[config.mk]
export PLATFORM = sky130hd
export DESIGN_NAME = booth_seq_multiplier
export DESIGN_NICKNAME = d
export VERILOG_FILES = /design/src/rtl/mult_pkg.sv /design/src/rtl/booth_datapath.sv /design/src/rtl/booth_seq_multiplier.sv
export SDC_FILE = /design/constraint.sdc
export NUM_CORES = 1
export LEC_CHECK = 0
export BUFFER_PORTS_ARGS = -buffer_cell sky130_fd_sc_hd__clkbuf_2
export CAP_MARGIN = 20
export CORE_AREA = 2 2 60 104
export DETAILED_ROUTE_END_ITERATION = 8
export DIE_AREA = 0 0 62 106
export PLACE_DENSITY = 0.74
export SETUP_SLACK_MARGIN = 0.05
export SYNTH_ARGS = -nofsm -noshare
export SYNTH_HDL_FRONTEND = slang
export SYNTH_SLANG_ARGS = --single-unit
[constraint.sdc]
create_clock -name i_clk -period 3 [get_ports i_clk]
set_input_delay 0.15 -clock i_clk [delete_from_list [all_inputs] [get_ports i_clk]]
set_output_delay 0.15 -clock i_clk [all_outputs]
set_load 0.005 [all_outputs]
[src/rtl/mult_pkg.sv]
// rtl/mult_pkg.sv - one-hot state encoding shared by the Booth multiplier files
package mult_pkg;

    localparam int STATE_W = 6;

    localparam logic [STATE_W-1:0] S_IDLE  = 6'b000001;
    localparam logic [STATE_W-1:0] S_TEST  = 6'b000010;
    localparam logic [STATE_W-1:0] S_ADD   = 6'b000100;
    localparam logic [STATE_W-1:0] S_SUB   = 6'b001000;
    localparam logic [STATE_W-1:0] S_SHIFT = 6'b010000;
    localparam logic [STATE_W-1:0] S_DONE  = 6'b100000;

endpackage

[src/rtl/booth_datapath.sv]
// rtl/booth_datapath.sv - M/A/Q/Q_1/cnt registers with add, subtract and arithmetic shift
module booth_datapath #(
    parameter int WIDTH = 8
) (
    input  logic                 i_clk,
    input  logic                 i_rst,
    input  logic                 i_load,
    input  logic                 i_add,
    input  logic                 i_sub,
    input  logic                 i_shift,
    input  logic                 i_signed,
    input  logic [WIDTH-1:0]     i_multiplicand,
    input  logic [WIDTH-1:0]     i_multiplier,
    output logic                 o_q0,
    output logic                 o_q_1,
    output logic                 o_cnt_last,
    output logic [2*WIDTH-1:0]   o_product
);

    // One extra bit lets unsigned all-ones operands stay positive in Booth form
    localparam int N  = WIDTH + 1;
    localparam int CW = $clog2(N + 1);

    logic [N-1:0]  r_m;
    logic [N-1:0]  r_a;
    logic [N-1:0]  r_q;
    logic          r_q_1;
    logic [CW-1:0] r_cnt;

    logic [N-1:0]  w_m_ext;
    logic [N-1:0]  w_q_ext;

    assign w_m_ext = {i_signed & i_multiplicand[WIDTH-1], i_multiplicand};
    assign w_q_ext = {i_signed & i_multiplier[WIDTH-1], i_multiplier};

    // Operand load, accumulate, and the shift of {A,Q,Q_1} with A's sign replicated
    always_ff @(posedge i_clk or posedge i_rst) begin
        if (i_rst) begin
            r_m   <= '0;
            r_a   <= '0;
            r_q   <= '0;
            r_q_1 <= 1'b0;
            r_cnt <= '0;
        end else if (i_load) begin
            r_m   <= w_m_ext;
            r_a   <= '0;
            r_q   <= w_q_ext;
            r_q_1 <= 1'b0;
            r_cnt <= CW'(N);
        end else if (i_add) begin
            r_a <= r_a + r_m;
        end else if (i_sub) begin
            r_a <= r_a - r_m;
        end else if (i_shift) begin
            {r_a, r_q, r_q_1} <= {r_a[N-1], r_a, r_q};
            r_cnt             <= r_cnt - CW'(1);
        end
    end

    assign o_q0       = r_q[0];
    assign o_q_1      = r_q_1;
    assign o_cnt_last = (r_cnt == CW'(1));
    // Low 2*WIDTH bits of {A,Q} as they will be after the pending shift
    assign o_product  = {r_a[WIDTH-1:0], r_q[N-1:1]};

endmodule

[src/rtl/booth_seq_multiplier.sv]
// rtl/booth_seq_multiplier.sv - sequential radix-2 Booth multiplier with Start/Busy/Done handshake
module booth_seq_multiplier
    import mult_pkg::*;
#(
    parameter int WIDTH = 8
) (
    input  logic                 i_clk,
    input  logic                 i_rst,
    input  logic                 i_start,
    input  logic                 i_signed,
    input  logic [WIDTH-1:0]     i_multiplicand,
    input  logic [WIDTH-1:0]     i_multiplier,
    output logic                 o_busy,
    output logic                 o_done,
    output logic [2*WIDTH-1:0]   o_product,
    output logic                 o_add,
    output logic                 o_sub,
    output logic                 o_shift
);

    logic [STATE_W-1:0] r_state;
    logic [STATE_W-1:0] w_next;
    logic [2*WIDTH-1:0] r_product;

    logic               w_load;
    logic               w_q0;
    logic               w_q_1;
    logic               w_cnt_last;
    logic [2*WIDTH-1:0] w_product;

    booth_datapath #(.WIDTH(WIDTH)) u_datapath (
        .i_clk          (i_clk),
        .i_rst          (i_rst),
        .i_load         (w_load),
        .i_add          (o_add),
        .i_sub          (o_sub),
        .i_shift        (o_shift),
        .i_signed       (i_signed),
        .i_multiplicand (i_multiplicand),
        .i_multiplier   (i_multiplier),
        .o_q0           (w_q0),
        .o_q_1          (w_q_1),
        .o_cnt_last     (w_cnt_last),
        .o_product      (w_product)
    );

    // State register
    always_ff @(posedge i_clk or posedge i_rst) begin
        if (i_rst) begin
            r_state <= S_IDLE;
        end else begin
            r_state <= w_next;
        end
    end

    // Next-state: Booth recoding of {Q[0],Q_1} picks add, subtract or plain shift
    always_comb begin
        w_next = r_state;
        case (r_state)
            S_IDLE:  if (i_start) w_next = S_TEST;
            S_TEST: begin
                case ({w_q0, w_q_1})
                    2'b10:   w_next = S_SUB;
                    2'b01:   w_next = S_ADD;
                    default: w_next = S_SHIFT;
                endcase
            end
            S_ADD:   w_next = S_SHIFT;
            S_SUB:   w_next = S_SHIFT;
            S_SHIFT: w_next = w_cnt_last ? S_DONE : S_TEST;
            S_DONE:  w_next = S_IDLE;
            default: w_next = S_IDLE;
        endcase
    end

    // Moore status outputs and the operand-load strobe
    always_comb begin
        o_busy  = (r_state != S_IDLE);
        o_done  = (r_state == S_DONE);
        o_add   = (r_state == S_ADD);
        o_sub   = (r_state == S_SUB);
        o_shift = (r_state == S_SHIFT);
        w_load  = (r_state == S_IDLE) && i_start;
    end

    // Product captured on the final shift so it is already valid while Done is high
    always_ff @(posedge i_clk or posedge i_rst) begin
        if (i_rst) begin
            r_product <= '0;
        end else if ((r_state == S_SHIFT) && w_cnt_last) begin
            r_product <= w_product;
        end
    end

    assign o_product = r_product;

endmodule

Yosys cells after proc, flatten, opt, wreduce, memory -nomap -nowiden
Index checks and enable logic that the tools add are counted.
{"block": "word_totals", "latchBits": 0, "word_cells": 53, "mem_count": 0, "romBits": 0, "register_bits": 54, "mem_bits_rw": 0}
{"block": "op_classes", "n_mux": 20, "n_eq_ne": 13, "multipliers": 0, "reduce_logical": 7, "div_mod_pow": 0, "addsub": 3, "magnitude_cmp": 0, "n_shift": 0, "bitwise": 2}
{"op": "$mux W9", "n": 7}
{"op": "$pmux W6 S4", "n": 1}
{"op": "$mux W4", "n": 4}
{"op": "$mux W6", "n": 2}
{"op": "$pmux W5 S2", "n": 1}
{"op": "$add A9 B9 Y9", "n": 1}
{"op": "$sub A9 B9 Y9", "n": 1}
{"op": "$mux W8", "n": 1}
{"op": "$eq A6 B1 Y1 const B", "n": 1}
{"op": "$eq A6 B2 Y1 const B", "n": 1}
{"op": "$eq A6 B3 Y1 const B", "n": 1}
{"op": "$eq A6 B4 Y1 const B", "n": 1}
{"op": "$eq A6 B5 Y1 const B", "n": 1}
{"op": "$eq A6 B6 Y1 const B", "n": 1}
{"op": "$ne A6 B1 Y1 const B", "n": 1}
{"op": "$eq A4 B1 Y1 const B", "n": 1}
{"op": "$mux W1", "n": 4}
{"op": "$ne A2 B1 Y1 const B", "n": 2}
{"op": "$reduce_bool A4 Y1", "n": 1}
{"op": "$sub A4 B1 Y4 const B", "n": 1}
{"op": "$reduce_and A3 Y1", "n": 1}
{"op": "$reduce_bool A3 Y1", "n": 1}
{"op": "$and A1 B1 Y1", "n": 2}
{"op": "$eq A2 B1 Y1 const B", "n": 1}
{"op": "other kinds (5)", "n": 6}

Longest topological paths before layout
Gate-level depths: netlist of the first run.
{"block": "logic_depth", "word_depth": 5, "mapped_depth": 10, "ltp_nobuf": 10}

Hierarchy
From an unflattened synthesis of the first run, not the netlist that was laid out.
{"block": "unflattened", "cells_unflattened": 341, "area_unflattened_um2": 3373.2}
{"mod": "booth_datapath", "area_each_um2": 2321.0, "instances": 1, "cells_per_inst": 264, "seq_area_each_um2": 800.8}
{"mod": "booth_seq_multiplier", "area_each_um2": 1052.3, "instances": 1, "cells_per_inst": 77, "seq_area_each_um2": 551.8}

Worst setup path before layout of the first run
OpenSTA, ideal clock, no wires.
{"block": "synth_path", "path_type": "reg2reg", "startpoint": "reg r_state[1]", "endpoint": "reg u_datapath.r_a[8]", "setup_slack_ns": 0.852, "stages_incl_launch_ff": 9, "synth_period_minus_slack_ns": 2.148, "t_arrival_ns": 2.079, "setup_ns": 0.068, "cell_sequence": "dfrtp_1 -> or4_1 -> or3b_1 -> buf_6 -> clkinv_8 -> mux2i_1 -> o41ai_2 -> a221o_1 -> nand3_1"}
{"block": "synth_between", "elab_chain_len": 3, "word_cells_on_any_way": 7}
{"item": "from (decl)", "line_no": "booth_seq_multiplier.sv:21", "text": "logic [STATE_W-1:0] r_state;"}
{"item": "from (signal assigned)", "line_no": "booth_seq_multiplier.sv:52", "text": "r_state <= w_next;"}
{"item": "$eq A6 B3 Y1 *", "line_no": "booth_seq_multiplier.sv:80", "text": "o_add = (r_state == S_ADD);"}
{"item": "via o_add", "line_no": "booth_seq_multiplier.sv:16", "text": "output logic o_add,"}
{"item": "$mux W9", "line_no": "booth_datapath.sv:50", "text": "end else if (i_add) begin"}
{"item": "$mux W9", "line_no": "booth_datapath.sv:44", "text": "end else if (i_load) begin"}
{"item": "to (signal assigned)", "line_no": "booth_datapath.sv:51", "text": "r_a <= r_a + r_m;"}
{"item": "to (signal assigned)", "line_no": "booth_datapath.sv:53", "text": "r_a <= r_a - r_m;"}
{"item": "to (signal assigned)", "line_no": "booth_datapath.sv:55", "text": "{r_a, r_q, r_q_1} <= {r_a[N-1], r_a, r_q};"}
{"item": "to (decl)", "line_no": "booth_datapath.sv:25", "text": "logic [N-1:0] r_a;"}
The timed path passes the listed nets; every way through them passes the cells marked *.
A chain may end at the register's enable or synchronous reset.

Worst setup path in the final report of the first run
{"block": "layout_path", "startpoint": "reg r_state[1]", "endpoint": "reg u_datapath.r_a[8]"}
{"block": "layout_between", "elab_chain_len": 3, "word_cells_on_any_way": 7}
{"item": "$eq A6 B3 Y1 / $eq A6 B1 Y1 (equally long branches)", "line_no": "booth_seq_multiplier.sv:80, booth_seq_multiplier.sv:83"}
{"item": "$mux W9 / $logic_and A1 B1 Y1 (equally long branches)", "line_no": "booth_datapath.sv:50, booth_seq_multiplier.sv:83"}
{"item": "$mux W9 / $reduce_bool A3 Y1 (equally long branches)"}
Several ways; a longest one is shown, not always the timed one.

==> impl_results.md, run 1 <==
* Status: finished, final reports clean
* DRT Pass-1 Iters at 5
* FMAX at 417.1 MHz
* Cell variety after synth at 50
* Tmin final at around 2.4 ns
* Sequential element share of the synthesized area at 44.47%
* Worst path required time at 3.26 ns
* Syn_area_per_cell at between 8 and 9 sq um
* Routability cong. at ~0.90
* Die X at 62 um
* CTS root buf: clkbuf_8
* WP depth at 7
* Initial Utilization at 52.56%
* Crit start category: flop
* Slew Viols, Final at 0
* Port Buffers at 40
* Initial antenna violation count at 0
* RSZ-0062 raised after global routing: no
* Post-DRT Antenna Nets at 0
* Hold Violations, Final at 0
* Clock transition at the registers of the reported paths at ~0.1 ns
* Net count, final at approximately 430
* Vias at between 2,000 and 3,000
* Final core area utilization at approximately three fifths
* H-tree levels at 2
* Final setup violation count at 0
* Detailed Route Iter0 Violations at 129
* Hold Path Depth at 2
* Synthesized area at 3042 sq um
* CTS resizes at 0
* Max_slew headroom at 48.27%
* Pwr dens at between 800 and 900 nW/um^2
* Slowest CP cell: or3b_1
* Setup crit end kind: flop
* Leakage at 0.001725 uW
* Number of remaining DRC errors at 0
* CTS Buffer Depth at 2
* Worst Hold Class: primary input to flop
* Reg2Reg Depth at 7
* Synth Register Bits at 54
* Max stage delay on crit path at 0.56 ns
* Family with the most delay on the worst path: simple AND/OR/NAND/NOR gates
* Net Count, Synth at 384
* I/O pin cnt at ~40
* Clock Skew at about 0.008 ns
* Clock Sinks at 54
* DIE AREA at between 6000 and 7000 sq um
* Postcts setup bufs at 0
* GRT overflow at 0
* Post-DP HPWL at 5.224 mm
* Hold_buf cts at 1
* First-pass GRT wire length at 11.75 mm
* Hold Slack at about 0.026 ns
* CTS tree: done
* Worst-skew pair later-pin latency at between 0.3 and 0.4 ns
* Cells after Synth at ~340
* Buf/Inv on CP at 1
* Routed WL at approximately 7.1 mm
* Layout cell share with drive strength beyond 1 at between 10% and 20%
* Main synth FF type: dfrtp_1
* Final period util at 79.92%
* Total CTS buffers at 5
* Slew @ Worst Pin at between 0.7 and 0.8 ns
* Yosys warnings at 0
* Number of synthesized flops with an enable pin at 0
* Max Cap Viol at 0
* Async set-reset flop share out of synthesis at between 90% and 100%
* Crit path kind: flop to flop
* Most frequent cells in the layout: 75 x nand2_1, 53 x dfrtp_1, 40 x clkbuf_2
* Worst-path cell chain: or4_1, or3b_1, clkinv_8, mux2i_1, o41ai_2, a221o_1, nand3_1
* Site row count at 37
* Largest net degree at the start of global routing at 38
* P&R area growth vs syn at 14.11%
* Core outline area at 5787 sq um
* Crit path DAT at between 2 and 3 ns
* Ant. Diodes at 0
* Max FO, Critical Path at 8
* Number of global-route vias before repair at ~2,500
* Wirelength per Cell at 15.37 um
* Max VDD drop at between 500 and 600 uV
* Fin Setup TNS at 0 ns
* Avg Vias per Cell at 5.546
* Die Span Y at between 100 and 150 um
* Total GRT Usage at between 20% and 30%
* Commonest non-fill, non-tap cell in the layout: nand2_1
-- sequential cells by signal, summed over array words and instances, names as in the netlist --
register          flops
o_product            16
u_datapath.r_a        9
u_datapath.r_cnt      4
u_datapath.o_q_1      1
u_datapath.r_q        9
r_state               6
u_datapath.r_m        9
-- final timing paths --
kind | start | to | slack [ns]
max in group asynchronous | i_rst | u_datapath.r_m[6] | 1.76
worst min-delay path | i_start | r_state[0] | 0.03
worst min register to register | o_product[4] | o_product[4] | 0.48
worst max register to register | r_state[1] | u_datapath.r_a[8] | 0.60
worst max-delay path | r_state[1] | u_datapath.r_a[8] | 0.60
min in group asynchronous | i_rst | u_datapath.r_a[0] | 0.52
-- per-layer routing --
metal  track usage, %  vias to the layer above  part of all wire (%)
li1                 -                     1244                     -
met3            3.406                       14                   4.0
met5                0                        -                     0
met2            40.63                       76                    56
met1            29.07                     1234                    38
met4            8.207                        0                   2.1
-- synthesized netlist by cell type (3+ instances only) --
library cell   n  area (sq um)
clkbuf_1       8         30.03
o22ai_1       10         62.56
nor2b_1        3         18.77
o21ai_0       25         125.1
a31oi_1        5         31.28
nor3_1         8         40.04
nor3b_1        4         30.03
a21o_1         3         22.52
nand2_1       75         281.5
a21oi_1       17         85.08
xor2_1         3         26.28
nand3_1        5         25.02
dfrtp_1       53          1326
a211oi_1       4         30.03
ha_1          20         250.2
inv_1         22         82.58
nor2_1        26         97.59
xnor2_1        8         70.07
-- metrics by stage --
step	instances	power, uW	instance area, sq um	setup slack, ns
2_1_floorplan	342	2153	3042	0.8524
3_3_place_gp	454	2457	3318	0.6843
3_5_place_dp	454	2490	3318	0.6289
4_1_cts	463	3111	3471	0.6099
5_1_grt	463	3346	3471	0.4774
6_report	463	3104	3471	0.6023
-- where the power goes --
group / total [uW] / leakage (uW) / switching (uW) / internal [uW]
combinational: 1380 / 0.000958 / 813 / 569
clock: 605 / 0.0000714 / 249 / 356
sequential: 1120 / 0.000696 / 186 / 931
-- logic make-up after synthesis --
logic type | count (synthesis) | share of synthesized area (%)
AO/OA/AOI/OAI | 81 | 16.78
XOR/XNOR | 11 | 3.168
adder cells (fa/ha/maj) | 22 | 9.543
buffers and inverters | 38 | 5.924
flip-flops | 54 | 44.47
multiplexers | 1 | 0.3291
AND/OR/NAND/NOR | 135 | 19.79
-- final cells by class --
class	instances	area [sq um]
clock buffers	6	82.58
clock inverters	2	60.06
fillers	537	2316
inverters	25	106.4
multi-input cells	250	1509
flip-flops and latches	54	1353
well taps	78	97.59
repair buffers	48	262.8
Power figures use the tool's default switching activity.
==> inputs of run 2 (changes only) <==
--- a/config.mk
+++ b/config.mk
@@ -7,9 +7,9 @@
 export LEC_CHECK = 0
 export BUFFER_PORTS_ARGS = -buffer_cell sky130_fd_sc_hd__clkbuf_2
 export CAP_MARGIN = 20
-export CORE_AREA = 2 2 60 104
+export CORE_AREA = 2 2 61 107
 export DETAILED_ROUTE_END_ITERATION = 8
-export DIE_AREA = 0 0 62 106
+export DIE_AREA = 0 0 63 109
 export PLACE_DENSITY = 0.74
 export SETUP_SLACK_MARGIN = 0.05
 export SYNTH_ARGS = -nofsm -noshare
==> constraint.sdc (replaced) <==
create_clock -name i_clk -period 2.2 [get_ports i_clk]
set_input_delay 0.11 -clock i_clk [delete_from_list [all_inputs] [get_ports i_clk]]
set_output_delay 0.11 -clock i_clk [all_outputs]
set_load 0.005 [all_outputs]
==> impl_results.md, run 2 (synthesis results as in run 1) <==
* Crit path kind: flop to flop
* CTS root buf: clkbuf_8
* Worst Hold Class: primary input to flop
* Crit path launch: u_datapath.r_m[0]
* FMAX at 450.2 MHz (+7.9%)
* Initial antenna violation count at 0 (unchanged)
* Avg Vias per Cell at 5.487 (-1.1%)
* Core outline area at 6038 sq um (+4.3%)
* CTS Buffer Depth at 2 (unchanged)
* Detailed Route Iter0 Violations at 99 (-23%)
* Tmin final at 2.221 ns (-0.1763 ns)
* Flop-to-flop setup slack at -0.02 ns (-0.62 ns)
* Post-DP HPWL at 5.750 mm (+10%)
* Leakage at 0.001822 uW (+5.6%)
* Commonest non-fill, non-tap cell in the layout: nand2_1
* Crit path DAT at 2.44 ns (-0.21 ns)
* Hold Violations, Final at 1 (+1)
* Clock Skew at 0.007448 ns (-0.0003499 ns)
* Setup crit end kind: flop
* RSZ-0062 raised after global routing: yes
* Clock Sinks at 54 (unchanged)
* Buf/Inv on CP at 1 (unchanged)
* Routability cong. at 0.9451 (+4.8%)
* Family with the most delay on the worst path: compound AO/OA/AOI/OAI gates
* Slew @ Worst Pin at 0.4263 ns (-0.3485 ns)
* Max reg flops at 16 (unchanged)
* DRT Pass-1 Iters at 4 (-1)
* Wirelength per Cell at 15.80 um (+2.8%)
* Critical Path Sink: u_datapath.r_a[6]
* Routed WL at 7.758 mm (+9.0%)
* Ant. Diodes at 0 (unchanged)
* Total CTS buffers at 5 (unchanged)
* Max VDD drop at 697.5 uV (+39%)
* Pwr dens at 1193 nW/um^2 (+33%)
* Net count, final at 452 (+6.1%)
* Hold Slack at -0.004965 ns (-0.03090 ns)
* GRT overflow at 0 (unchanged)
* Layout cell share with drive strength beyond 1 at 24.33% (+8.0 points)
* I/O pin cnt at 41 (unchanged)
* Max_slew headroom at 71.32% (+23 points)
* Slowest CP cell: dfrtp_1
* Worst path required time at 2.42 ns (-0.84 ns)
* Number of global-route vias before repair at 2,626 (+5.8%)
* CTS tree: done
* Most frequent cells in the layout: 75 x nand2_1, 52 x dfrtp_1, 40 x clkbuf_2
* DIE AREA at 6867 sq um (+4.5%)
* Worst-path cell chain: ha_2, inv_1, fa_2, nor3_2, nor3_1, o21bai_1, a21oi_1, o32a_1, a22o_1
* Total GRT Usage at 23.52% (-0.19 points)
* Initial Utilization at 50.37% (-2.2 points)
* Number of remaining DRC errors at 0 (unchanged)
* Crit start category: flop
* Worst reg2reg startpoint: u_datapath.r_m[0]
* Vias at 2,694 (+4.9%)
* Reg2Reg Depth at 9 (+2)
* Total power at 4385 uW (+41%)
* Placed instance count at 477 (+5.1%)
* Final period util at 101.0% (+21 points)
* Slew Viols, Final at 0 (unchanged)
* H-tree levels at 2 (unchanged)
* WP depth at 9 (+2)
* Layout Cells excl Fill at 491 (+6.0%)
* Largest net degree at the start of global routing at 22 (-42%)
* Clock transition at the registers of the reported paths at 0.11 ns (about the same)
* Site row count at 38 (+2.7%)
* First-pass GRT wire length at 12.34 mm (+5.1%)
* Failing checks: hold timing, setup timing
* Final setup violation count at 1 (+1)
* P&R area growth vs syn at 20.86%
* Port Buffers at 40 (unchanged)
* Post-DRT Antenna Nets at 0 (unchanged)
* Max Cap Viol at 0 (unchanged)
* Final worst slack at -0.02139 ns (-0.6237 ns)
* Max stage delay on crit path at 0.42 ns (-0.14 ns)
* Max FO, Critical Path at 3 (-5)
* Capturing point of the worst reg2reg path: u_datapath.r_a[6]
* Die Span Y at 109 um (+2.8%)
* Die X at 63 um (+1.6%)
* Worst-skew pair later-pin latency at 0.31 ns (about the same)
* Status: finished, violations left
run 2: worst min path at each step:
stage                      startpoint           endpoint  slack [ns]  depth (start not counted)
finish                        i_start         r_state[0]      -0.005                          2
global route                  i_start         r_state[0]       0.002                          2
CTS                 i_multiplicand[2]  u_datapath.r_m[2]      0.0007                          3
detailed placement              i_rst      o_product[10]        0.11                          2
global placement                i_rst      o_product[10]        0.10                          2
floorplan                     i_start         r_state[0]        0.19                          1
run 2: metrics by stage:
| step | setup slack (ns) | setup TNS, ns | util [%] | instance area (sq um) |
|---|---|---|---|---|
| after floorplan | 0.05242 | 0 | - | 3042 |
| after global placement | 0.02212 | 0 | 57.60 | 3478 |
| after detailed placement | -0.05116 | -0.07090 | 57.60 | 3478 |
| after CTS | -0.002424 | -0.002424 | 60.36 | 3645 |
| after global routing | -0.1448 | -0.1915 | 60.88 | 3676 |
| final | -0.02139 | -0.02139 | 60.88 | 3676 |
run 2: layout make-up:
type	count	area [sq um]
repair buffers	74	466.7
inverters	25	110.1
clock buffers	6	82.58
flip-flops and latches	54	1354
fillers	562	2362
multi-input cells	250	1543
clock inverters	2	20.02
well taps	80	100.1
run 2: metal layers:
metal | GRT usage, % | part of all wire, %
met5 | 0 | 0
met4 | 9.524 | 3.5
met3 | 3.509 | 2.8
met2 | 46.81 | 57
met1 | 23.90 | 37
run 2: where the power goes:
| group | switching [uW] | internal (uW) | total, uW |
|---|---|---|---|
| clock | 369 | 269 | 638 |
| sequential | 240 | 1270 | 1510 |
| combinational | 1240 | 997 | 2240 |
run 2: worst register-to-register path, delay by kind of cell, from the launching register on:
kind                       cells  cell delay, ns
AOI/OAI and AO/OA              4            0.78
adders and majority gates      2            0.57
buffers and inverters          1            0.06
DFF                            1            0.42
and+or+nand+nor                2            0.28
run 2: what timing repair did:
item	in CTS	in global routing
setup buffers	1	2
gates resized for setup	9	6
endpoints found under the hold margin	17	0
setup endpoints to repair	5	8
pin swaps	3	2
hold buffers	3	0
==> inputs of run 3 (changes only) <==
--- a/config.mk
+++ b/config.mk
@@ -5,11 +5,12 @@
 export SDC_FILE = /design/constraint.sdc
 export NUM_CORES = 1
 export LEC_CHECK = 0
+export ABC_AREA = 1
 export BUFFER_PORTS_ARGS = -buffer_cell sky130_fd_sc_hd__clkbuf_2
 export CAP_MARGIN = 20
-export CORE_AREA = 2 2 61 107
+export CORE_AREA = 2 2 63 109
 export DETAILED_ROUTE_END_ITERATION = 8
-export DIE_AREA = 0 0 63 109
+export DIE_AREA = 0 0 65 111
 export PLACE_DENSITY = 0.74
 export SETUP_SLACK_MARGIN = 0.05
 export SYNTH_ARGS = -nofsm -noshare
==> impl_results.md, run 3 <==
* Cells after Synth at 420 (+23%)
* Site row count at 39 (+2.6%)
* Avg Vias per Cell at 5.109 (-6.9%)
* Final setup violation count at 0 (-1)
* Number of remaining DRC errors at 0 (unchanged)
* FF+latch area at 1353 sq um (about the same)
* Port Buffers at 40 (unchanged)
* Die Span Y at 111 um (+1.8%)
* Max FO, Critical Path at 4 (+1)
* Post-DRT Antenna Nets at 0 (unchanged)
* Initial antenna violation count at 0 (unchanged)
* Hold Violations, Final at 0 (-1)
* Worst-path cell chain: inv_1, ha_1, inv_1, fa_1, nand2_1, nand3_1, nand3b_1, nand2_1, nand2_1, nand3_1, nand3_1, nand2_1
* Commonest non-fill, non-tap cell in the layout: nand2_1
* Top-count cell post-synth: nand2_1
* Most common cell on crit path: nand2_1
* Max_slew headroom at 62.71% (-8.6 points)
* CTS root buf: clkbuf_16
* Core outline area at 6392 sq um (+5.9%)
* First-pass GRT wire length at 13.08 mm (+5.9%)
* Multi-input logic area at 1540 sq um (-0.16%)
* Worst path required time at 2.39 ns (-0.03 ns)
* Post-DP HPWL at 5.755 mm (about the same)
* Routability cong. at 0.8641 (-8.6%)
* Synth Register Bits at 54 (unchanged)
* Worst-skew pair later-pin latency at 0.30 ns (about the same)
* Total GRT Usage at 23.30% (-0.22 points)
* Max Cap Viol at 0 (unchanged)
* Syn_area_per_cell at 7.611 sq um (-14%)
* Hold Path Depth at 3 (+1)
* Top cells by area, synth: dfrtp_1 41%, nand2_1 15%, ha_1 7.8%
* Worst Hold Class: primary input to flop
* Routed WL at 7.567 mm (-2.5%)
* Hold path start: i_multiplicand[0]
* Crit path DAT at 2.08 ns (-0.36 ns)
* DRT Pass-1 Iters at 4 (unchanged)
* H-tree levels at 2 (unchanged)
* Final period util at 85.59% (-15 points)
* Initial Utilization at 50.01% (-0.36 points)
* Sequential element share of the synthesized area at 42.31% (-2.2 points)
* Top post-synthesis cells by count: 129 x nand2_1, 62 x inv_1, 53 x dfrtp_1, 37 x nand3_1, 29 x nor2_1
* Reg2Reg Depth at 12 (+3)
* Tmin final at 1.883 ns (-0.3385 ns)
* Largest area contributor in the netlist: dfrtp_1
* Pwr dens at 1148 nW/um^2 (-3.7%)
* Vias at 2,800 (+3.9%)
* Number of global-route vias before repair at 2,935 (+12%)
* Total power at 4226 uW (-3.6%)
* GRT overflow at 0 (unchanged)
* Wirelength per Cell at 13.81 um (-13%)
* Net Count, Synth at 462 (+20%)
* Most frequent cells in the layout: 129 x nand2_1, 61 x inv_1, 53 x dfrtp_1
* Status: finished, final reports clean
* Largest net degree at the start of global routing at 31 (+41%)
* Async set-reset flop share out of synthesis at 100.0% (unchanged)
* Slowest CP cell: dfrtp_1
* Crit path kind: flop to flop
* Number of synthesized flops with an enable pin at 0 (unchanged)
* Fillcell total at 612 (+8.9%)
* Total CTS buffers at 5 (unchanged)
* Worst hold endpoint: u_datapath.r_m[0]
* Layout cell share with drive strength beyond 1 at 15.88% (-8.5 points)
* Top-area cell type share of the netlist area at 41.49% (-2.1 points)
* I/O pin cnt at 41 (unchanged)
* Clock Skew at 0.006310 ns (-0.001138 ns)
* Flop-to-flop setup slack at 0.32 ns (+0.34 ns)
* Slew Viols, Final at 0 (unchanged)
* Die X at 65 um (+3.2%)
* Capturing point of the worst reg2reg path: u_datapath.r_a[6]
* Yosys warnings at 0 (unchanged)
* Detailed Route Iter0 Violations at 140 (+41%)
* Fin Setup TNS at 0 ns (+0.02139 ns)
* Ant. Diodes at 0 (unchanged)
* Slew @ Worst Pin at 0.5585 ns (+0.1322 ns)
* Crit start category: flop
* RSZ-0062 raised after global routing: no
* Main synth FF type: dfrtp_1
* Leakage at 0.002044 uW (+12%)
* Cell variety after synth at 28 (-44%)
* Net count, final at 507 (+12%)
* Max VDD drop at 755.4 uV (+8.3%)
* Worst reg2reg startpoint: u_datapath.r_a[0]
* Postcts setup bufs at 0 (-1)
* Setup crit end kind: flop
* Synthesized area at 3197 sq um (+5.1%)
* Hold Slack at 0.01907 ns (+0.02404 ns)
* Max stage delay on crit path at 0.41 ns (about the same)
* Clock transition at the registers of the reported paths at 0.07 ns (-0.04 ns)
* DIE AREA at 7215 sq um (+5.1%)
* CTS tree: done
* Max reg flops at 16 (unchanged)
* P&R area growth vs syn at 15.15%
* CTS Buffer Depth at 2 (unchanged)
* FMAX at 531.1 MHz (+18%)
* Clock Sinks at 54 (unchanged)
## run 3: through the flow
step / setup slack (ns) / util [%] / area, sq um / instances
detailed placement: 0.3405 / 54.73 / 3498 / 538
global route: 0.1442 / 57.58 / 3681 / 548
CTS: 0.3261 / 57.58 / 3681 / 548
global placement: 0.3675 / 54.73 / 3498 / 538
floorplan: 0.4823 / - / 3197 / 420
finish: 0.3171 / 57.58 / 3681 / 548
## run 3: repair_timing
| action | CTS | global route |
|---|---|---|
| endpoints found under the hold margin | 25 | 0 |
| resized for setup | 0 | 0 |
| hold buffers | 2 | 0 |
## run 3: layout make-up
| class | count | area share (%) |
|---|---|---|
| clock buffers | 7 | 3.603 |
| clock inverters | 1 | 0.8158 |
| inverters | 64 | 6.662 |
| multi-input cells | 292 | 41.84 |
| flip-flops and latches | 54 | 36.74 |
| well taps | 82 | 2.787 |
| repair buffers | 48 | 7.546 |
## run 3: metal layers
layer	GRT usage (%)	part of all wire (%)	wire length, um
met5	0	0	0
met4	13.05	4.9	373
met2	41.65	54	4051
met3	3.452	3.8	290
met1	25.37	38	2851
## run 3: report_power, final
part | internal (uW) | switching, uW
combinational | 638 | 1230
sequential | 1260 | 201
clock | 539 | 365
total | 2430 | 1790
## run 3: worst max path at each step
stage | start | to | slack [ns] | cells past startpoint
2_1_floorplan | u_datapath.r_a[0] | u_datapath.r_a[8] | 0.48 | 12
3_3_place_gp | u_datapath.r_a[0] | u_datapath.r_a[6] | 0.37 | 12
3_5_place_dp | u_datapath.r_a[0] | u_datapath.r_a[8] | 0.34 | 12
4_1_cts | u_datapath.r_a[0] | u_datapath.r_a[8] | 0.33 | 12
5_1_grt | u_datapath.r_a[0] | u_datapath.r_a[8] | 0.14 | 12
6_report | u_datapath.r_a[0] | u_datapath.r_a[6] | 0.32 | 12
## run 3: worst max-delay path: cells and delay by family (launching register included)
| kind | cells | cell delay (ns) |
|---|---|---|
| and+or+nand+nor | 8 | 0.70 |
| buffers and inverters | 2 | 0.15 |
| DFF | 1 | 0.41 |
| adders and majority gates | 2 | 0.52 |
## run 3: cell families (layout without fill, tap and decap cells)
family / Yosys count / after routing / synth area share, %
xor gates and xnor gates: 1 / 1 / 0.2740
DFF: 54 / 54 / 42.31
adders and majority gates: 22 / 22 / 9.080
AOI/OAI and AO/OA: 59 / 59 / 10.80
and+or+nand+nor: 210 / 210 / 28.02
buffers and inverters: 74 / 120 / 9.511
